==> src/rtl/tetris_pkg.sv <==
// Shared definitions for the game input path: key indices, default timings at 25 MHz,
// and the auto-repeat state encoding.
package tetris_pkg;

  localparam int KEY_UP    = 0;
  localparam int KEY_DOWN  = 1;
  localparam int KEY_LEFT  = 2;
  localparam int KEY_RIGHT = 3;

  localparam int DEF_DEBOUNCE_CYCLES     = 250_000;   // 10 ms
  localparam int DEF_REPEAT_DELAY_CYCLES = 6_250_000; // 250 ms
  localparam int DEF_REPEAT_RATE_CYCLES  = 1_250_000; // 50 ms

  typedef enum logic [1:0] {
    IDLE  = 2'd0,
    DELAY = 2'd1,
    RPT   = 2'd2
  } rpt_state_e;

endpackage

==> src/rtl/key_conditioner_if.sv <==
// Key bus between the board buttons and the game logic; the conditioner is the slave side.
interface key_conditioner_if #(
  parameter int N_KEYS = 4
);
  logic [N_KEYS-1:0] keys_raw;
  logic [N_KEYS-1:0] keys_level;
  logic [N_KEYS-1:0] keys_press;
  logic [N_KEYS-1:0] keys_release;
  logic              any_pressed;

  modport master (output keys_raw, input keys_level, keys_press, keys_release, any_pressed);
  modport slave  (input keys_raw, output keys_level, keys_press, keys_release, any_pressed);
endinterface

==> src/rtl/key_channel.sv <==
// One key: two-flop synchroniser, counter debouncer, press/release pulses and
// delayed-auto-shift repeat.
module key_channel
  import tetris_pkg::*;
#(
  parameter bit KEY_ACTIVE_LOW      = 1'b0,
  parameter int DEBOUNCE_CYCLES     = DEF_DEBOUNCE_CYCLES,
  parameter int REPEAT_DELAY_CYCLES = DEF_REPEAT_DELAY_CYCLES,
  parameter int REPEAT_RATE_CYCLES  = DEF_REPEAT_RATE_CYCLES,
  parameter bit REPEAT_EN           = 1'b1
) (
  input  logic clk,
  input  logic rst,
  input  logic raw,
  output logic level,
  output logic press,
  output logic rel
);
  localparam int DW   = $clog2(DEBOUNCE_CYCLES + 1);
  localparam int RMAX = (REPEAT_DELAY_CYCLES > REPEAT_RATE_CYCLES) ?
                        REPEAT_DELAY_CYCLES : REPEAT_RATE_CYCLES;
  localparam int TW   = $clog2(RMAX + 1);

  logic [1:0]    sync_pipe;
  logic          sync2;
  logic          stable;
  logic [DW-1:0] dcnt;
  logic          accept, rise, fall;

  rpt_state_e    state, state_n;
  logic [TW-1:0] timer, timer_n;
  logic          press_n, rel_n;

  assign sync2  = sync_pipe[1];
  assign accept = (sync2 != stable) && (dcnt == DW'(DEBOUNCE_CYCLES - 1));
  assign rise   = accept &  sync2;
  assign fall   = accept & ~sync2;
  assign level  = stable;

  always_ff @(posedge clk or posedge rst) begin
    if (rst) begin
      sync_pipe <= '0;
      stable    <= 1'b0;
      dcnt      <= '0;
    end else begin
      sync_pipe <= {sync_pipe[0], raw ^ KEY_ACTIVE_LOW};
      if (sync2 == stable) begin
        dcnt <= '0;
      end else if (accept) begin
        stable <= sync2;
        dcnt   <= '0;
      end else begin
        dcnt <= dcnt + 1'b1;
      end
    end
  end

  always_ff @(posedge clk or posedge rst) begin
    if (rst) begin
      state <= IDLE;
      timer <= '0;
      press <= 1'b0;
      rel   <= 1'b0;
    end else begin
      state <= state_n;
      timer <= timer_n;
      press <= press_n;
      rel   <= rel_n;
    end
  end

  // A release always beats a repeat tick landing on the same cycle.
  always_comb begin
    state_n = state;
    timer_n = timer;
    press_n = 1'b0;
    rel_n   = 1'b0;
    if (fall) begin
      state_n = IDLE;
      timer_n = '0;
      rel_n   = 1'b1;
    end else begin
      case (state)
        IDLE: if (rise) begin
          press_n = 1'b1;
          if (REPEAT_EN) begin
            state_n = DELAY;
            timer_n = '0;
          end
        end
        DELAY: if (timer == TW'(REPEAT_DELAY_CYCLES - 1)) begin
          press_n = 1'b1;
          timer_n = '0;
          state_n = RPT;
        end else begin
          timer_n = timer + 1'b1;
        end
        RPT: if (timer == TW'(REPEAT_RATE_CYCLES - 1)) begin
          press_n = 1'b1;
          timer_n = '0;
        end else begin
          timer_n = timer + 1'b1;
        end
        default: state_n = IDLE;
      endcase
    end
  end
endmodule

==> src/rtl/key_conditioner.sv <==
// Conditions N_KEYS raw board buttons into clean levels and press/release/repeat
// pulses in the vga_clk domain.
module key_conditioner
  import tetris_pkg::*;
#(
  parameter int N_KEYS              = 4,
  parameter bit KEY_ACTIVE_LOW      = 1'b0,
  parameter int DEBOUNCE_CYCLES     = DEF_DEBOUNCE_CYCLES,
  parameter int REPEAT_DELAY_CYCLES = DEF_REPEAT_DELAY_CYCLES,
  parameter int REPEAT_RATE_CYCLES  = DEF_REPEAT_RATE_CYCLES,
  parameter     REPEAT_MASK         = 4'b1110
) (
  input  logic          vga_clk,
  input  logic          rst,
  key_conditioner_if.slave kif
);
  localparam logic [N_KEYS-1:0] RPT_EN = N_KEYS'(REPEAT_MASK);

  if (DEBOUNCE_CYCLES < 1 || REPEAT_DELAY_CYCLES < 1 || REPEAT_RATE_CYCLES < 1) begin : g_bad_cycles
    $error("key_conditioner: *_CYCLES parameters must be >= 1");
  end
  if ($bits(REPEAT_MASK) > N_KEYS) begin : g_bad_mask
    $error("key_conditioner: REPEAT_MASK wider than N_KEYS");
  end

  for (genvar i = 0; i < N_KEYS; i++) begin : g_key
    key_channel #(
      .KEY_ACTIVE_LOW     (KEY_ACTIVE_LOW),
      .DEBOUNCE_CYCLES    (DEBOUNCE_CYCLES),
      .REPEAT_DELAY_CYCLES(REPEAT_DELAY_CYCLES),
      .REPEAT_RATE_CYCLES (REPEAT_RATE_CYCLES),
      .REPEAT_EN          (RPT_EN[i])
    ) u_ch (
      .clk  (vga_clk),
      .rst  (rst),
      .raw  (kif.keys_raw[i]),
      .level(kif.keys_level[i]),
      .press(kif.keys_press[i]),
      .rel  (kif.keys_release[i])
    );
  end

  assign kif.any_pressed = |kif.keys_level;
endmodule
==> src/flat_wrapper.sv <==
// flat-port wrapper written by rule: the top's interface ports become plain ports
module key_conditioner_flat import tetris_pkg::*;
#(
  parameter int N_KEYS              = 4,
  parameter bit KEY_ACTIVE_LOW      = 1'b0,
  parameter int DEBOUNCE_CYCLES     = DEF_DEBOUNCE_CYCLES,
  parameter int REPEAT_DELAY_CYCLES = DEF_REPEAT_DELAY_CYCLES,
  parameter int REPEAT_RATE_CYCLES  = DEF_REPEAT_RATE_CYCLES,
  parameter     REPEAT_MASK         = 4'b1110
)
  (vga_clk, rst, kif_keys_raw, kif_keys_level, kif_keys_press, kif_keys_release, kif_any_pressed);
  key_conditioner_if #(.N_KEYS(N_KEYS)) kif_i ();
  input  logic vga_clk;
  input  logic rst;
  input wire logic [$bits(kif_i.keys_raw)-1:0] kif_keys_raw;
  output wire logic [$bits(kif_i.keys_level)-1:0] kif_keys_level;
  output wire logic [$bits(kif_i.keys_press)-1:0] kif_keys_press;
  output wire logic [$bits(kif_i.keys_release)-1:0] kif_keys_release;
  output wire logic [$bits(kif_i.any_pressed)-1:0] kif_any_pressed;
  assign kif_i.keys_raw = kif_keys_raw;
  assign kif_keys_level = kif_i.keys_level;
  assign kif_keys_press = kif_i.keys_press;
  assign kif_keys_release = kif_i.keys_release;
  assign kif_any_pressed = kif_i.any_pressed;
  key_conditioner #(.N_KEYS(N_KEYS), .KEY_ACTIVE_LOW(KEY_ACTIVE_LOW), .DEBOUNCE_CYCLES(DEBOUNCE_CYCLES), .REPEAT_DELAY_CYCLES(REPEAT_DELAY_CYCLES), .REPEAT_RATE_CYCLES(REPEAT_RATE_CYCLES), .REPEAT_MASK(REPEAT_MASK)) u_core (.vga_clk(vga_clk), .rst(rst), .kif(kif_i));
endmodule
==> config.mk <==
export PLATFORM = sky130hd
export DESIGN_NAME = key_conditioner_flat
export DESIGN_NICKNAME = d
export VERILOG_FILES = /design/src/rtl/tetris_pkg.sv /design/src/rtl/key_conditioner_if.sv /design/src/rtl/key_channel.sv /design/src/rtl/key_conditioner.sv /design/src/flat_wrapper.sv
export SDC_FILE = /design/constraint.sdc
export NUM_CORES = 1
export LEC_CHECK = 0
export CORE_MARGIN = 5
export CORE_UTILIZATION = 30
export DETAILED_ROUTE_END_ITERATION = 10
export GPL_TIMING_DRIVEN = 0
export PLACE_DENSITY_LB_ADDON = 0.12
export SLEW_MARGIN = 10
export SYNTH_ARGS = -nofsm -noshare
export SYNTH_HDL_FRONTEND = slang
export SYNTH_HIERARCHICAL = 1
export SYNTH_SLANG_ARGS = --single-unit
==> constraint.sdc <==
create_clock -name vga_clk -period 7.6 [get_ports vga_clk]
set_input_delay 0.76 -clock vga_clk [delete_from_list [all_inputs] [get_ports vga_clk]]
set_output_delay 0.76 -clock vga_clk [all_outputs]
set_load 0.02 [all_outputs]
# After elaboration in Yosys (flattened, before gate mapping)

Cells that the tools add are included.

Register bits after elaboration: 192
Bits of input ports: 6

Reduce and logical (&&, ||, !) cells: 25
Add/subtract/negate cells: 8
Bitwise logic cells: 16
Multiplexer cells: 66
Equal/unequal tests: 39

Operators by type and width:

| kind                  | number |
|---|---|
| $mux 23               | 15 |
| $pmux 23 s3           | 3 |
| $mux 18               | 8 |
| $add 23x1->23 const B | 4 |
| $eq 23x21->1 const B  | 4 |
| $eq 23x23->1 const B  | 4 |
| $add 18x1->18 const B | 4 |
| $eq 18x18->1 const B  | 4 |
| $pmux 23 s2           | 1 |
| $mux 2                | 11 |
| $ne 3x3->1 const B    | 7 |
| $mux 1                | 20 |
| $pmux 2 s3            | 3 |
| $reduce_and 2->1      | 8 |
| $pmux 1 s3            | 4 |
| $reduce_bool 4->1     | 3 |
| $reduce_and 3->1      | 3 |
| $and 1x1->1           | 8 |
| $eq 2x1->1 const B    | 4 |
| $eq 2x2->1 const B    | 4 |
| $logic_not 2->1       | 4 |
| $not 1->1             | 8 |
| $ne 2x2->1 const B    | 3 |
| $eq 1x1->1            | 4 |
| 7 further kinds       | 13 |

# Logic depth before layout (Yosys ltp)

Word-level depth: 6
Gate-level depth with buffers: 10
Gate-level depth less buffers: 8

# By module

The synthesis kept the hierarchy.

Modules (own cells, without submodules):

| module                             | instances | cells each | area each (um2) | seq. area each (um2) |
|---|---|---|---|---|
| key_channel (u_core.g_key[2].u_ch) | 1         | 298        | 2727.6          | 1201.2 |
| key_channel (u_core.g_key[1].u_ch) | 1         | 295        | 2632.5          | 1201.2 |
| key_channel (u_core.g_key[3].u_ch) | 1         | 281        | 2607.5          | 1201.2 |
| key_channel (u_core.g_key[0].u_ch) | 1         | 102        | 1079.8          | 575.6 |
| key_conditioner                    | 1         | 1          | 7.5             | 0.0 |

# Least setup slack after synthesis

No wires, ideal clock.

Kind: register to register
From: register u_core.g_key[2].u_ch.dcnt[8]
To: register u_core.g_key[2].u_ch.timer[21]
Path slack: 5.154 ns
Required time: 7.470 ns
Buffers on the path: 2
Arrival: 2.315 ns
Cell stages (with the launch flop): 9
Clock period less this slack: 2.446 ns
Cells stage by stage: dfrtp_1 or4_4 or4_4 o31a_1 o21a_1 buf_6 buf_12 o211ai_2 o211ai_2

Word-level cells in the longest chain between the ends: 5
Elaborated cells on any way between the ends: 8

RTL lines:

| element                                                          | RTL line                             | text |
|---|---|---|
| start: declaration                                               | key_channel.sv:27                    | `logic [DW-1:0] dcnt;` |
| start signal: assignment                                         | key_channel.sv:53                    | `dcnt <= dcnt + 1'b1;` |
| $eq 18x18->1 (*)                                                 | key_channel.sv:35                    | `assign accept = (sync2 != stable) && (dcnt == DW'(DEBOUNCE_CYCLES - 1));` |
| $logic_and 1x1->1 (*)                                            | key_channel.sv:35                    |  |
| $and 1x1->1, on equally long branches                            | key_channel.sv:36, key_channel.sv:37 |  |
| $ne 3x3->1 (no line) / $reduce_bool 4->1 (equally long branches) | --                                   |  |
| $reduce_and 2->1 (no line)                                       | --                                   |  |
| end signal: assignment                                           | key_channel.sv:66                    | `timer <= timer_n;` |
| end: declaration                                                 | key_channel.sv:31                    | `logic [TW-1:0] timer, timer_n;` |

Mark *: on every way between the ends. The rest lies on a longest branch, timed or not.
A chain may end at the register's enable or synchronous reset.

# Worst setup path in the final report

From: register u_core.g_key[3].u_ch.dcnt[0]
To: register u_core.g_key[3].u_ch.timer[22]

Word-level cells in the longest chain between the ends: 5
Elaborated cells on any way between the ends: 8

RTL lines:

| element                                                          | RTL line          | text |
|---|---|---|
| start: declaration                                               | key_channel.sv:27 |  |
| start signal: assignment                                         | key_channel.sv:53 |  |
| $eq 18x18->1 (*)                                                 | key_channel.sv:35 |  |
| $logic_and 1x1->1 (*)                                            | key_channel.sv:35 |  |
| $and 1x1->1 (*)                                                  | key_channel.sv:37 | `assign fall = accept & ~sync2;` |
| net u_core.g_key[3].u_ch.fall                                    | key_channel.sv:28 | `logic accept, rise, fall;` |
| $ne 3x3->1 (no line) / $reduce_bool 4->1 (equally long branches) | --                |  |
| $reduce_and 2->1 (no line)                                       | --                |  |
| end signal: assignment                                           | key_channel.sv:66 |  |
| end: declaration                                                 | key_channel.sv:31 |  |

Mark *: on every way through the listed nets, which the timed path passes. The rest lies on a longest branch.

==> qor.txt <==
outcome - complete, no violations
number of buffers added by the clock tree synthesis step - 17
leading cell types by total area after synthesis - sky130_fd_sc_hd__dfrtp_1 46%, sky130_fd_sc_hd__nand3_1 5.6%, sky130_fd_sc_hd__nand2_1 5.2%
IO Pins - 19
critical path arrival - 3.16 ns
Die Area - 0.03376 mm²
effective utilization at floorplan - 30.47%
reg-to-reg slack, setup - 4.77 ns
total number of H-tree levels - 4
post-route antenna net violation count - 0
commonest register cell after synthesis - sky130_fd_sc_hd__dfrtp_1
Synth Register Bits - 167
path type of the worst min-delay path - reg -> reg
endpoint required time on the critical path - 7.93 ns
max-cap violation count - 0
core box area - 0.02972 mm²
Port Buffers - 18
number of fill cells in the layout - 3019
type of the setup path with the least slack - reg -> reg
net switching power - 431.3 µW
portion of the clock cycle consumed by the worst path in the final layout - 37.25%
DRC violation total after the first TritonRoute iteration - 400
setup repair after global routing missed its margin - false
Internal Dissipation - 1.444 mW
final global-route overflow total - 0
Unique masters post-synth - 70
share of cells above drive strength 1 - 8.447%
Vert. Die Dim - 183.7 µm
switch share - 22.99%
commonest non-fill, non-tap cells in the layout - 167 x sky130_fd_sc_hd__dfrtp_1, 125 x sky130_fd_sc_hd__nand2_1, 106 x sky130_fd_sc_hd__nor2_1
min cycle time layout - 2.831 ns
vias after detailed routing - 7235
global routing usage summed across all routing layers - 12.96%
detailed-routing iteration count for the pre-antenna-repair pass - 5
Diodes inserted - 0
cell type with the highest aggregate area in the netlist - sky130_fd_sc_hd__dfrtp_1
total number of placement rows - 63
Worst-Skew Late Latency - 0.43 ns
number of nets in the final layout - 1045
via count of the first global-routing pass - 7063
Rel. slew slack - 36.89%
wire length after detailed routing - 21090 µm
maximum vdd ir drop - 151.2 µV
power density normalized to cell area - 180.2 mW/mm²
mean instance size in the synthesized netlist - 9.268 µm²
Area growth syn-to-layout - 14.95%
post-route setup TNS - 0 ns
Final Skew - 0.01844 ns
worst slack at placement - 4.704 ns
CTS Root Buffer Type - sky130_fd_sc_hd__clkbuf_16
Final Max Tran Viols - 0
worst-case setup margin in the final layout - 4.769 ns
Syn Std Cell Area - 0.009055 mm²
LEAKAGE - 4.157 nW
CTS Sinks - 167
number of antenna violations at the first check in global routing - 0
Seq pwr share - 48.2%
CTS tree - built
mean routed wirelength per cell - 14.85 µm
Post-Route Hold Slack - 0.3534 ns
most common library cell in the layout ignoring fill and taps - sky130_fd_sc_hd__dfrtp_1
maximum number of pins on one net before global-route repair - 35
portion of the post-synthesis area used by sequential elements - 46.15%
post-place instance area - 0.009783 mm²
crit end category - register
number of enable-type register cells in the synthesized netlist - 0
maximum frequency from static timing analysis - 353.2 MHz
fraction of synthesized cell area taken by the top area cell type - 46.15%
number of buffers inserted by hold repair at cts - 0
routed via count divided by cell count - 5.095
die boundary width - 183.7 µm
design area - 0.01041 mm²
post-CTS setup-driven buffer insertion count - 0
net count after synthesis - 1005
slew of the pin with the lowest slew margin - 0.9410 ns
Clk network pwr share - 49.4%
CTS clk-pin slew, worst paths - 0.08 ns
logic gate share of total power - 2.4%
final-report hold violation count - 0
count of mapped cells out of synthesis - 977
number of warnings printed during yosys synthesis - 6
final weighted congestion of routability-driven global placement - 0.7607
global-route wire length before repair - 36450 µm
Max FO, Critical Path - 10
startpoint type of the worst setup path - register
total of endpoints with negative setup slack in the final report - 0
share of synthesized registers carrying an async set or reset - 100.0%
clk buf depth - 2
number of DRC violations after detailed routing - 0
count of instances resized after the clock tree is built - 0
HPWL Detailed - 14960 µm
[logic make-up (layout without fill, tap and decap cells)]
logic type | after synthesis | after routing | synth area share [%]
AO/OA/AOI/OAI | 128 | 128 | 10.46
XOR/XNOR | 64 | 64 | 6.190
adder cells (fa/ha/maj) | 22 | 22 | 3.040
buffers and inverters | 68 | 121 | 3.454
flip-flops | 167 | 167 | 46.15
multiplexers | 5 | 5 | 0.5803
AND/OR/NAND/NOR | 523 | 523 | 30.12
[path summary, 6_finish.rpt]
check / from / to / depth (start not counted)
setup / recovery: u_core/g_key[3].u_ch/dcnt[0] / u_core/g_key[3].u_ch/timer[22] / 9
min in group asynchronous: rst / u_core/g_key[1].u_ch/timer[7] / 2
setup reg to reg: u_core/g_key[3].u_ch/dcnt[0] / u_core/g_key[3].u_ch/timer[22] / 9
hold reg to reg: u_core/g_key[1].u_ch/sync_pipe[0] / u_core/g_key[1].u_ch/sync_pipe[1] / 0
hold / removal: u_core/g_key[1].u_ch/sync_pipe[0] / u_core/g_key[1].u_ch/sync_pipe[1] / 0
max in group asynchronous: rst / u_core/g_key[0].u_ch/level / 2
[cells in the mapped netlist (10+ instances only)]
| master | count |
|---|---|
| sky130_fd_sc_hd__nor4_1 | 10 |
| sky130_fd_sc_hd__nand3_1 | 101 |
| sky130_fd_sc_hd__nor3_1 | 21 |
| sky130_fd_sc_hd__a21oi_1 | 17 |
| sky130_fd_sc_hd__ha_1 | 22 |
| sky130_fd_sc_hd__dfrtp_1 | 167 |
| sky130_fd_sc_hd__or3_1 | 25 |
| sky130_fd_sc_hd__inv_1 | 40 |
| sky130_fd_sc_hd__o311ai_1 | 23 |
| sky130_fd_sc_hd__nand2_1 | 125 |
| sky130_fd_sc_hd__clkbuf_1 | 14 |
| sky130_fd_sc_hd__xnor2_1 | 31 |
| sky130_fd_sc_hd__xor2_1 | 33 |
| sky130_fd_sc_hd__and3_1 | 16 |
| sky130_fd_sc_hd__o21ai_0 | 20 |
| sky130_fd_sc_hd__nand4_1 | 37 |
| sky130_fd_sc_hd__nor2_1 | 106 |
[per-layer routing]
layer / GRT usage (%) / vias to the layer above / share of wire (%)
met4: 2.928 / 0 / 1.0
li1: - / 3594 / -
met1: 18.47 / 3536 / 51
met2: 20.65 / 89 / 45
met5: 0 / - / 0
met3: 2.335 / 16 / 2.6
[power groups by stage]
stage	sequential, mW	clock (mW)	combinational, mW
final	0.903	0.927	0.0448
after global routing	0.904	0.992	0.0538
after CTS	0.903	0.965	0.0479
after floorplan	0.918	0	0.0290
after detailed placement	0.921	0	0.0476
after global placement	0.921	0	0.0438
[layout make-up]
class                           instances  area [µm²]  area share, %
Multi-Input combinational cell        742        4563          43.84
Sequential cell                       167        4179          40.15
Tap cell                              390       488.0          4.688
Clock buffer                           18       439.2          4.219
Timing Repair Buffer                   21       240.2          2.308
Clock inverter                         14       186.4          1.791
Buffer                                 28       162.7          1.563
Inverter                               40       150.1          1.442
[registers in the layout, summed over array words and instances (netlist names)]
register	count
u_core/g_key.u_ch/dcnt	72
u_core/g_key.u_ch/rel	4
u_core/g_key.u_ch/state	6
u_core/g_key.u_ch/sync_pipe	8
u_core/g_key.u_ch/level	4
u_core/g_key.u_ch/timer	69
u_core/g_key.u_ch/press	4
[metrics by stage]
| step | std cells | utilization, % | power (mW) |
|---|---|---|---|
| 2_1_floorplan | 977 | - | 0.9474 |
| 3_3_place_gp | 1385 | 32.72 | 0.9647 |
| 3_5_place_dp | 1388 | 32.92 | 0.9683 |
| 4_1_cts | 1420 | 35.03 | 1.916 |
| 5_1_grt | 1420 | 35.03 | 1.950 |
| 6_report | 1420 | 35.03 | 1.876 |
[critical path: stages, from the launching register on]
cell	delay, ns
sky130_fd_sc_hd__dfrtp_1	0.42
sky130_fd_sc_hd__ha_1	0.27
sky130_fd_sc_hd__and3_1	0.20
sky130_fd_sc_hd__nand2_1	0.16
sky130_fd_sc_hd__nor3_1	0.14
sky130_fd_sc_hd__a211oi_1	0.80
sky130_fd_sc_hd__nand2b_1	0.14
sky130_fd_sc_hd__buf_6	0.19
sky130_fd_sc_hd__buf_6	0.15
sky130_fd_sc_hd__o311ai_2	0.26
Note: power is estimated with default switching activity, not from simulation.
==> patch, RTL diff (config.mk and constraints unchanged) <==
`DEF_REPEAT_RATE_CYCLES`: 1_250_000 -> 2_500_000.
--- a/src/rtl/tetris_pkg.sv
+++ b/src/rtl/tetris_pkg.sv
@@ -9,7 +9,7 @@
 
   localparam int DEF_DEBOUNCE_CYCLES     = 250_000;   // 10 ms
   localparam int DEF_REPEAT_DELAY_CYCLES = 6_250_000; // 250 ms
-  localparam int DEF_REPEAT_RATE_CYCLES  = 1_250_000; // 50 ms
+  localparam int DEF_REPEAT_RATE_CYCLES  = 2_500_000; // 50 ms
 
   typedef enum logic [1:0] {
     IDLE  = 2'd0,
Behaviour: no difference found for any inputs over 10 cycles, from zero or initial values and one cycle with rst high; that may be too few to reach the edited logic, so the function may still have changed.
==> patch against the unedited design <==
Register-to-register slack gained 0.12 ns. Area after synthesis rose by 0.14%. Count of clock-buffer cells in the layout grew 1. Sequential cell count unchanged. Critical path depth fell by 7. Design area decreased by 0.25%. Die area increased by 0.13%. Power fell by 2.6%. Routed wire length is 0.50% higher. Worst setup slack lost 0.031 ns. Largest cell class unchanged.
==> patch: results (changes against the unedited design) <==
Synth
  • Count of different cell masters after synthesis: 77 (+10%)
  • Sequential area share after synthesis: 46.1% (-0.064 points)
  • Mux cell area share after synthesis: 0.593% (+0.013 points)
  • Post-synthesis adder-cell area fraction: 3.04% (-0.0042 points)
  • Synth cell count leaders: sky130_fd_sc_hd__dfrtp_1 (167), sky130_fd_sc_hd__nor2_1 (102), sky130_fd_sc_hd__nand2_1 (97)
  • Synth Net Count: 984 (-2.1%)
  • Fraction of the mapped netlist area in compound gates: 12.3% (+1.8 points)
  • Fraction of synthesized cell area in xor and xnor cells: 6.18% (-0.0085 points)
  • Mapped Cells: 956 (-2.1%)
  • Biggest area contributors in the synthesized netlist: sky130_fd_sc_hd__dfrtp_1 (46%), sky130_fd_sc_hd__nand3_1 (5.0%), sky130_fd_sc_hd__nor2_1 (4.2%)

Clock network
  • Clock slew seen by the registers of the worst setup and hold paths: 0.06 ns (-0.02 ns)
  • Number of buffers on the longest clock path: 2 (unchanged)
  • CTS H-tree depth: 4 (unchanged)

Outcome
  • Outcome: finished clean

Min path
  • Launch point of the worst hold path: u_core/g_key[2].u_ch/sync_pipe[0]$_DFF_PP0_

Routing
  • Final routed wire length divided by cell count: 15.2 microns (+2.0%)
  • Total number of vias: 7,092 (-2.0%)
  • Starting DRC count in detailed routing: 428 (+7.0%)

Finish
  • Multi-input gate area: 4560 sq um (about the same)
  • Number of nets in the finished design: 1,024 (-2.0%)
  • Non-Clock Buffer Count: 52 (+6.1%)
  • Clock network area share: 5.65% (-0.36 points)
  • Non-Clock Buffer Area Fraction: 3.92% (+0.046 points)
  • Clock Buffer Count: 19 (+1)
  • Filler cell count in the final layout: 3,029 (+0.33%)
  • Fraction of final layout cells with drive strength greater than 1: 9.22% (+0.77 points)
  • Number of ordinary inverters in the final layout: 42 (+5.0%)
  • Final cell area excluding filler cells: 10,400 sq um (-0.25%)
  • Final sequential cell count: 167 (unchanged)
  • Sequential cell area: 4180 sq um (unchanged)

Global route
  • GRT Resource Usage Total: 13.0% (+0.062 points)
  • Maximum number of pins on one net before global-route repair: 29 (-17%)
  • First-pass GRT wire length: 36,600 microns (+0.32%)

Timing
  • Clock Skew: 0.0134 ns (-0.00500 ns)

Critical path
  • Maximum fanout along the worst path: 6 (-4)
  • Worst reg2reg path depth: 7 (-2)
  • Kind of cell with the highest combined delay on the critical path: simple AND/OR/NAND/NOR gates
  • Biggest cell delay along the critical path: 0.59 ns (-0.21 ns)
  • CP Data Required Time: 6.84 ns (-1.09 ns)
  • Reg-to-reg startpoint: u_core/g_key[2].u_ch/dcnt[0]$_DFF_PP0_
  • Launching instance or port of the critical path: u_core/g_key[1].u_ch/level$_DFFE_PP0P_

Floorplan
  • Die extent in x: 184 microns (about the same)

Place
  • DP Wirelength: 14,900 microns (-0.19%)
  • Final weighted congestion in routability-driven placement: 0.781 (+2.7%)

Pwr
  • Net switching share of the total power: 23.0% (+0.054 points)
  • Standby leakage power: 4.13 nW (-0.68%)
  • Worst-case vdd ir drop: 0.000134 V (-12%)
==> patch: worst paths after layout <==
kind                                                                     to  slack [ns]
worst min-delay path            u_core/g_key[2].u_ch/sync_pipe[1]$_DFF_PP0_        0.35
max in group asynchronous            u_core/g_key[0].u_ch/dcnt[5]$_DFF_PP0_        6.03
min in group asynchronous       u_core/g_key[3].u_ch/sync_pipe[0]$_DFF_PP0_        0.89
worst max register to register   u_core/g_key[2].u_ch/timer[17]$_DFFE_PP0P_        4.89
worst max-delay path                                        kif_any_pressed        4.74
worst min register to register  u_core/g_key[2].u_ch/sync_pipe[1]$_DFF_PP0_        0.35
==> patch: power groups by stage <==
| stage | Sequential [mW] | Clock, mW | Combinational (mW) |
|---|---|---|---|
| after floorplan | 0.918 | 0 | 0.0300 |
| after global placement | 0.920 | 0 | 0.0450 |
| after detailed placement | 0.920 | 0 | 0.0483 |
| after CTS | 0.903 | 0.920 | 0.0485 |
| after global routing | 0.903 | 0.954 | 0.0545 |
| final | 0.903 | 0.879 | 0.0458 |
==> patch: through the flow <==
step           hold WS [ns]  power (mW)  setup WS, ns
2_1_floorplan         0.331       0.948          5.22
5_1_grt               0.357        1.91          4.66
3_3_place_gp          0.333       0.965          4.33
3_5_place_dp          0.336       0.968          4.87
4_1_cts               0.352        1.87          4.69
6_report              0.348        1.83          4.74
==> patch: per-layer routing <==
| metal | track usage [%] | routed length [microns] | up-vias |
|---|---|---|---|
| li1 | - | - | 3562 |
| met1 | 18.8 | 11000 | 3442 |
| met2 | 20.1 | 9460 | 72 |
| met3 | 2.59 | 485 | 16 |
| met4 | 3.37 | 214 | 0 |
| met5 | 0 | 0 | - |
